===== src/rtl/zynq_packetizer.sv =====
// Frames 12-bit digitizer FIFO words into header/data/trailer/checksum packets
// on a 16-bit valid/ready stream towards the ZYNQ DMA bridge.
module zynq_packetizer #(
    parameter int WIDTH     = 12,
    parameter int MAX_WORDS = 256,
    parameter int TIMEOUT   = 64
) (
    input  logic             CK50,
    input  logic             RST,
    input  logic             ENABLE,
    input  logic [WIDTH-1:0] FIFO_DOUT,
    input  logic             FIFO_EMPTY,
    output logic             FIFO_RDREQ,
    output logic [15:0]      TX_DATA,
    output logic             TX_VALID,
    input  logic             TX_READY,
    output logic             TX_LAST,
    output logic [7:0]       SEQ,
    output logic             BUSY
);

    localparam int              IW   = $clog2(TIMEOUT + 1);
    localparam logic [12:0]     MAXW = 13'(MAX_WORDS);
    localparam logic [IW-1:0]   TMO  = IW'(TIMEOUT);

    typedef enum logic [2:0] {S_IDLE, S_HDR, S_DATA, S_TRL, S_CSUM} state_t;

    state_t           state, state_nx;
    logic [11:0]      cnt;
    logic [IW-1:0]    idle_ctr;
    logic [WIDTH-1:0] hold;
    logic             hold_v;
    logic             pend;
    logic [15:0]      csum;
    logic [7:0]       seq;
    logic [12:0]      fill;
    logic             close;
    logic             rd;
    logic             beat;

    // Words already committed to this packet, including the one in flight.
    assign fill  = {1'b0, cnt} + 13'(pend) + 13'(hold_v);
    assign close = !pend && !hold_v && (fill == MAXW || idle_ctr == TMO);
    assign rd    = (state == S_DATA) && !FIFO_EMPTY && !pend && !hold_v
                   && (fill < MAXW) && !close;

    assign FIFO_RDREQ = rd;
    assign beat       = TX_VALID && TX_READY;
    assign SEQ        = seq;
    assign BUSY       = (state != S_IDLE);

    always_comb begin
        state_nx = state;
        TX_DATA  = 16'h0000;
        TX_VALID = 1'b0;
        TX_LAST  = 1'b0;
        case (state)
            S_IDLE: begin
                if (ENABLE && !FIFO_EMPTY) state_nx = S_HDR;
            end
            S_HDR: begin
                TX_DATA  = {8'hA5, seq};
                TX_VALID = 1'b1;
                if (TX_READY) state_nx = S_DATA;
            end
            S_DATA: begin
                TX_DATA  = {{(16-WIDTH){1'b0}}, hold};
                TX_VALID = hold_v;
                if (close) state_nx = S_TRL;
            end
            S_TRL: begin
                TX_DATA  = {4'hE, cnt};
                TX_VALID = 1'b1;
                if (TX_READY) state_nx = S_CSUM;
            end
            S_CSUM: begin
                TX_DATA  = csum;
                TX_VALID = 1'b1;
                TX_LAST  = 1'b1;
                if (TX_READY) state_nx = S_IDLE;
            end
            default: state_nx = S_IDLE;
        endcase
    end

    always_ff @(posedge CK50) begin
        if (RST) begin
            state    <= S_IDLE;
            cnt      <= '0;
            idle_ctr <= '0;
            hold     <= '0;
            hold_v   <= 1'b0;
            pend     <= 1'b0;
            csum     <= 16'h0000;
            seq      <= 8'h00;
        end else begin
            state <= state_nx;
            pend  <= rd;
            if (pend) begin
                hold   <= FIFO_DOUT;
                hold_v <= 1'b1;
            end else if (state == S_DATA && beat) begin
                hold_v <= 1'b0;
            end
            if (state == S_DATA && beat) cnt <= cnt + 12'd1;
            if (beat && state != S_CSUM) csum <= csum ^ TX_DATA;
            // Idle run only counts cycles where nothing is in flight, so a stalled sink does not close the packet.
            if (rd)
                idle_ctr <= '0;
            else if (state == S_DATA && FIFO_EMPTY && !pend && !hold_v && idle_ctr != TMO)
                idle_ctr <= idle_ctr + 1'b1;
            if (state == S_CSUM && beat) begin
                seq      <= seq + 8'd1;
                cnt      <= '0;
                idle_ctr <= '0;
                csum     <= 16'h0000;
            end
        end
    end

endmodule


===== config.mk =====
export PLATFORM = sky130hd
export DESIGN_NAME = zynq_packetizer
export DESIGN_NICKNAME = d
export VERILOG_FILES = /design/src/rtl/zynq_packetizer.sv
export SDC_FILE = /design/constraint.sdc
export NUM_CORES = 1
export LEC_CHECK = 0
export ABC_AREA = 1
export CAP_MARGIN = 25
export CELL_PAD_IN_SITES_DETAIL_PLACEMENT = 0
export CELL_PAD_IN_SITES_GLOBAL_PLACEMENT = 2
export CORE_ASPECT_RATIO = 1.1
export CORE_MARGIN = 5
export CORE_UTILIZATION = 33
export DETAILED_ROUTE_END_ITERATION = 8
export PLACE_DENSITY_LB_ADDON = 0.1
export SLEW_MARGIN = 10
export SYNTH_ARGS = -nofsm -noshare
export SYNTH_HDL_FRONTEND = slang
export SYNTH_SLANG_ARGS = --single-unit

===== constraint.sdc =====
create_clock -name CK50 -period 3.75 [get_ports CK50]
set_input_delay 0.5625 -clock CK50 [delete_from_list [all_inputs] [get_ports CK50]]
set_output_delay 0.5625 -clock CK50 [all_outputs]
set_load 0.005 [all_outputs]

==> results of run 1 <==
through the flow:
stage	power [uW]	cells	utilization	setup slack [ns]
floorplan	1040	484	-	1.02
global placement	1250	643	0.394	0.456
detailed placement	1250	643	0.394	0.406
CTS	1760	657	0.410	0.0120
global route	1850	657	0.411	0.0261
finish	1740	657	0.411	0.292
kinds of logic after synthesis:
kind of cell	share of synthesized area
AND/OR/NAND/NOR	0.316
buffers and inverters	0.110
AO/OA/AOI/OAI	0.146
flip-flops	0.364
XOR/XNOR	0.0398
adder cells (fa/ha/maj)	0.0250
synth_stat cells, drive strengths merged (2+ instances only):
library cell	n	area (sq um)
nor2	82	365
xor2	14	123
nor3	23	125
nor4	2	12.5
clkbuf	3	11.3
ha	5	62.6
inv	82	310
dfxtp	60	1200
nand3	20	118
nand4	8	56.3
buf	7	41.3
o21ai	35	186
o221ai	2	17.5
nand2	89	354
o22ai	10	62.6
a21oi	34	181
repair_timing:
item | in CTS | in global routing
endpoints found under the setup margin | 0 | 1
endpoints found under the hold margin | 0 | 0
hold buffers | 0 | 0
gates resized for setup | 0 | 5
layer usage:
layer / share of wire / track usage / routed length, um
met5: 0 / 0 / 0
met4: 0.018 / 0.0639 / 165
met3: 0.032 / 0.0393 / 303
met2: 0.45 / 0.267 / 4250
met1: 0.50 / 0.217 / 4670
worst max-delay path, cell delays in order, from the launching register on:
cell	delay (ns)
dfxtp_2	0.36
inv_2	0.07
fa_2	0.40
inv_1	0.09
ha_2	0.22
nand3_2	0.13
inv_1	0.10
nand2_1	0.06
nand2_1	0.06
nand2_1	0.06
nor3_1	0.16
and2_1	0.16
nand3_2	0.10
inv_1	0.08
clkdlybuf4s50_1	0.50
sequential cells by signal, indices dropped and copies added, names as in the netlist:
register	flops
idle_ctr	7
SEQ	8
cnt	12
csum	16
state	3
pend	1
hold_v	1
hold	12
cell type report:
cell class                 instances  area [sq um]
clock buffer                      11           141
clock inverter                     3          15.0
fill                            1077          5800
inverter                          82           310
multi-input combinational        332          1750
sequential                        60          1200
tap                              120           150
timing repair buffer              49           478
power groups by stage:
stage | clock [uW] | combinational, uW | sequential [uW]
after floorplan | 0 | 317 | 718
after global placement | 0 | 528 | 724
after detailed placement | 0 | 525 | 725
after CTS | 525 | 528 | 710
after global routing | 549 | 588 | 717
final | 504 | 521 | 711
worst paths after layout:
| path | startpoint | endpoint | slack, ns | depth (start not counted) |
|---|---|---|---|---|
| max | cnt[0]$_SDFFE_PP0P_ | FIFO_RDREQ | 0.29 | 14 |
| min reg2reg | csum[12]$_SDFFE_PP0P_ | csum[12]$_SDFFE_PP0P_ | 0.44 | 2 |
| max reg2reg | cnt[0]$_SDFFE_PP0P_ | idle_ctr[1]$_SDFFE_PP0P_ | 1.45 | 14 |
| min | csum[12]$_SDFFE_PP0P_ | csum[12]$_SDFFE_PP0P_ | 0.44 | 2 |
==> impl_metrics.csv, run 1 <==
group,metric,value,unit
worst_setup_path,crit_type,"reg2out",
floorplan,chipHeight,115,um
route,drtPass1Iterations,4,
worst_setup_path,cp_max_fo,5,
timing,slew_violations,0,
clocking,cts_num_sinks,60,
floorplan,die_x,105,um
run,drv_cap,0,
timing,timing.final.crit_share,0.922,
layout,syn_to_final_growth,22.5,%
pwr,pwr-share-clk,0.290,
worst_setup_path,startpoint_type,"flop",
logic_synthesis,ys_seq_elements,60,
place,gp_congestion,0.835,
route,wl,9.40,mm
floorplan,rows,38,
timing,fmax,289,MHz
floorplan,initial_core_util,0.336,
timing,tns,0,ns
logic_synthesis,synth-edff-count,0,
floorplan,core,0.00984,sq mm
logic_synthesis,synth.net_count,507,
pwr,power_density,429,mW/mm^2
logic_synthesis,ys_seq_area_frac,0.364,
place,place_hpwl,7.21,mm
layout,final_layout_size_suffix_gt1_frac,0.0987,
pwr,p_leak,0.00161,uW
route,vias,3200,
layout,diodes,0,
clocking,cts-root-buf,"clkbuf_8",
global_routing,grt_max_degree,21,
clocking,cts_buffers,9,
clocking,clk_latency,0.34,ns
layout,nets,557,
clocking,clk_pin_slew,0.07,ns
logic_synthesis,syn-instance-count,484,
timing,finalWorstPathRequiredPeriod,3.46,ns
global_routing,grt_pass1_vias,3135,
floorplan,pin_count,45,
clocking,clockBufferDepth,2,
route,ant_nets,0,
clocking,cts_setup_buffers,0,
route,post-route-drc-count,0,
logic_synthesis,synth_warnings,0,
global_routing,grt.overflow.total,0,
route,initialDrtViolationCount,93,
worst_setup_path,crit_arrival,2.90,ns
pwr,seqPwrFrac,0.410,
place,io_buffers,44,
timing,worst_pin_slew,0.593,ns
route,drt-wirelength-per-cell,14.3,um
logic_synthesis,synth-async-reset-ratio,0,
pwr,internal-power,1130,uW
worst_setup_path,required,3.19,ns
timing,rsz0062_at_grt,"false",
logic_synthesis,ys.flop_type,"dfxtp_1",
timing,hold_ws,0.436,ns
route,viasPerCell,4.87,
layout,final_cell_mix,"85 x nand2_1, 76 x inv_1, 71 x nor2_1",
global_routing,grt_use_total,0.166,
pwr,p_switching,605,uW
timing,maxSlewHeadroom,0.605,
logic_synthesis,synthesis.area,0.00330,sq mm
run_status,status,"completed",
clocking,cts_max_level,3,
global_routing,grt_antenna_before_repair,0,
floorplan,fp.dieArea,0.0121,sq mm
pwr,p_comb_frac,0.300,
pwr,vdd_drop_max,0.216,mV
clocking,cts_tree,"done",
timing,skew,0.00501,ns
layout,stdcell_area,0.00405,sq mm
global_routing,grt_pass1_wl,15.7,mm
logic_synthesis,syn_area_per_cell,6.82,sq um
pwr,swShare,0.349,
timing,hold_viol,0,
timing,setup_viol,0,
logic_synthesis,yosysUniqueCellTypes,40,
worst_hold_path,hold_class,"reg2reg",
layout,final_common_cell,"nand2_1",
worst_setup_path,worst_setup_path_end_kind,"output port",
place,dpl_cell_area,0.00388,sq mm
Note: power is estimated with default switching activity, not from simulation.
==> run 2, diff against run 1 <==
Settings changed: SLEW_MARGIN 10 to 20.
==> results of run 2 <==
Final layout, timing and power as in run 1 (identical DEF).
==> run 3, diff against run 2 <==
Settings changed: CORE_UTILIZATION 33 to 27, SLEW_MARGIN 20 to 10.
Clock period 3.75 ns to 3.11 ns, I/O delays scaled along.
==> impl_metrics.csv, run 3 (synthesized netlist as in run 1, its figures left out) <==
group,metric,value,unit
route,drt-wirelength-per-cell,14.3,um
worst_hold_path,hold_class,"reg2reg",
worst_setup_path,crit_type,"reg2out",
pwr,swShare,0.311,
worst_setup_path,worstPathCellList,"inv_1 -> nand2_1 -> nor2_1 -> buf_4 -> inv_1 -> o21ai_0 -> nor2_1 -> inv_1 -> clkdlybuf4s50_1",
timing,worst_slack,0.327,ns
floorplan,fp.dieArea,0.0145,sq mm
worst_setup_path,crit_arrival,2.32,ns
route,initialDrtViolationCount,121,
clocking,clk_pin_slew,0.05,ns
route,wl,9.98,mm
clocking,cts_buffers,9,
layout,largest_register,"csum",
worst_setup_path,worst_setup_path_end_kind,"output port",
global_routing,grt_antenna_before_repair,0,
clocking,cts_num_sinks,60,
timing,tns,0,ns
pwr,p_switching,772,uW
pwr,seqPwrFrac,0.346,
route,viasPerCell,4.56,
place,dpl_cell_area,0.00398,sq mm
floorplan,rows,42,
pwr,vdd_drop_max,0.218,mV
layout,stdcell_area,0.00430,sq mm
timing,worst_pin_slew,0.457,ns
layout,largest_register_ffs,16,
pwr,pwr-share-clk,0.386,
route,post-route-drc-count,0,
clocking,cts_max_level,3,
layout,diodes,0,
timing,hold_viol,0,
layout,fill_cells,1308,
clocking,cts-root-buf,"clkbuf_16",
timing,rsz0062_at_grt,"false",
run,drv_cap,0,
timing,maxSlewHeadroom,0.695,
route,drtPass1Iterations,4,
floorplan,initial_core_util,0.274,
clocking,clk_latency,0.33,ns
floorplan,chipHeight,126,um
route,vias,3181,
worst_setup_path,cp_max_fo,6,
layout,nets,565,
global_routing,grt_use_total,0.144,
run_status,status,"completed",
timing,timing.final.crit_share,0.895,
clocking,clockBufferDepth,2,
global_routing,grt_pass1_wl,16.3,mm
floorplan,core,0.0120,sq mm
layout,final_cell_mix,"84 x nand2_1, 73 x inv_1, 70 x nor2_1",
floorplan,pin_count,45,
pwr,internal-power,1710,uW
timing,slew_violations,0,
pwr,p_leak,0.00171,uW
global_routing,grt_pass1_vias,3128,
clocking,cts_tree,"done",
place,gp_congestion,0.766,
clocking,cts_setup_buffers,0,
worst_setup_path,path_buf_inv,5,
global_routing,grt_max_degree,20,
place,place_hpwl,7.69,mm
floorplan,die_x,115,um
global_routing,grt.overflow.total,0,
layout,syn_to_final_growth,30.2,%
worst_setup_path,cpMostUsedCell,"inv_1",
worst_setup_path,required,2.64,ns
timing,fmax,359,MHz
timing,finalWorstPathRequiredPeriod,2.78,ns
worst_setup_path,startpoint_type,"flop",
timing,skew,0.00394,ns
layout,final_common_cell,"nand2_1",
layout,final_layout_size_suffix_gt1_frac,0.127,
worst_setup_path,crit_family,"buffers and inverters",
pwr,power_density,578,mW/mm^2
pwr,p_comb_frac,0.268,
timing,setup_viol,0,
place,io_buffers,44,
worst_setup_path,slowest_delay,0.50,ns
worst_setup_path,r2r_slack,0.88,ns
clocking,cts_hold_buffers,0,
place,dp_slack,0.114,ns
worst_setup_path,critPathSlowestCell,"clkdlybuf4s50_1",
route,ant_nets,0,
layout,reg.largest.list,"csum x16, cnt x12, hold x12",
-- run 3: layout make-up --
cell class	count	area [sq um]	share of cell area
clock buffer	10	239	0.0556
tap	154	193	0.0448
inverter	82	310	0.0722
multi-input combinational	332	1780	0.413
clock inverter	3	40.0	0.00931
timing repair buffer	57	537	0.125
sequential	60	1200	0.280
-- run 3: final timing paths --
kind	start	endpoint	cells after the start
max	state[2]$_SDFFE_PP0P_	TX_DATA[6]	9
min	csum[12]$_SDFFE_PP0P_	csum[12]$_SDFFE_PP0P_	2
max reg2reg	pend$_SDFF_PP0_	idle_ctr[1]$_SDFFE_PP0P_	18
min reg2reg	csum[12]$_SDFFE_PP0P_	csum[12]$_SDFFE_PP0P_	2
-- run 3: power groups by stage --
| stage | sequential, uW | clock [uW] | combinational [uW] |
|---|---|---|---|
| global route | 868 | 1020 | 749 |
| detailed placement | 874 | 0 | 671 |
| floorplan | 866 | 0 | 382 |
| global placement | 873 | 0 | 680 |
| finish | 860 | 959 | 667 |
| CTS | 859 | 992 | 676 |
-- run 3: worst register-to-register path, delay by kind of cell, from the launching register on --
kind	cells	cell delay, ns
adder cells (fa/ha/maj)	2	0.55
buffers and inverters	5	0.38
flip-flops	1	0.33
AND/OR/NAND/NOR	11	0.91
-- run 3: per-stage QoR --
stage / hold WS (ns) / power (uW) / util / cells
6_report: 0.433 / 2490 / 0.357 / 698
5_1_grt: 0.463 / 2640 / 0.357 / 698
4_1_cts: 0.439 / 2530 / 0.356 / 698
3_5_place_dp: 0.431 / 1540 / 0.331 / 685
3_3_place_gp: 0.425 / 1550 / 0.331 / 685
2_1_floorplan: 0.416 / 1250 / - / 484
-- run 3: repair_timing --
action / 4_1_cts / 5_1_grt
gates resized for setup: 8 / 10
pin swaps: 1 / 5
cloned: 0 / 0
endpoints found under the setup margin: 1 / 1
-- run 3: layer usage --
layer,vias to the layer above,wire [um],track usage
li1,1670,-,-
met1,1447,4870,0.197
met2,51,4570,0.223
met3,13,395,0.0360
met4,0,141,0.0456
met5,-,0,0
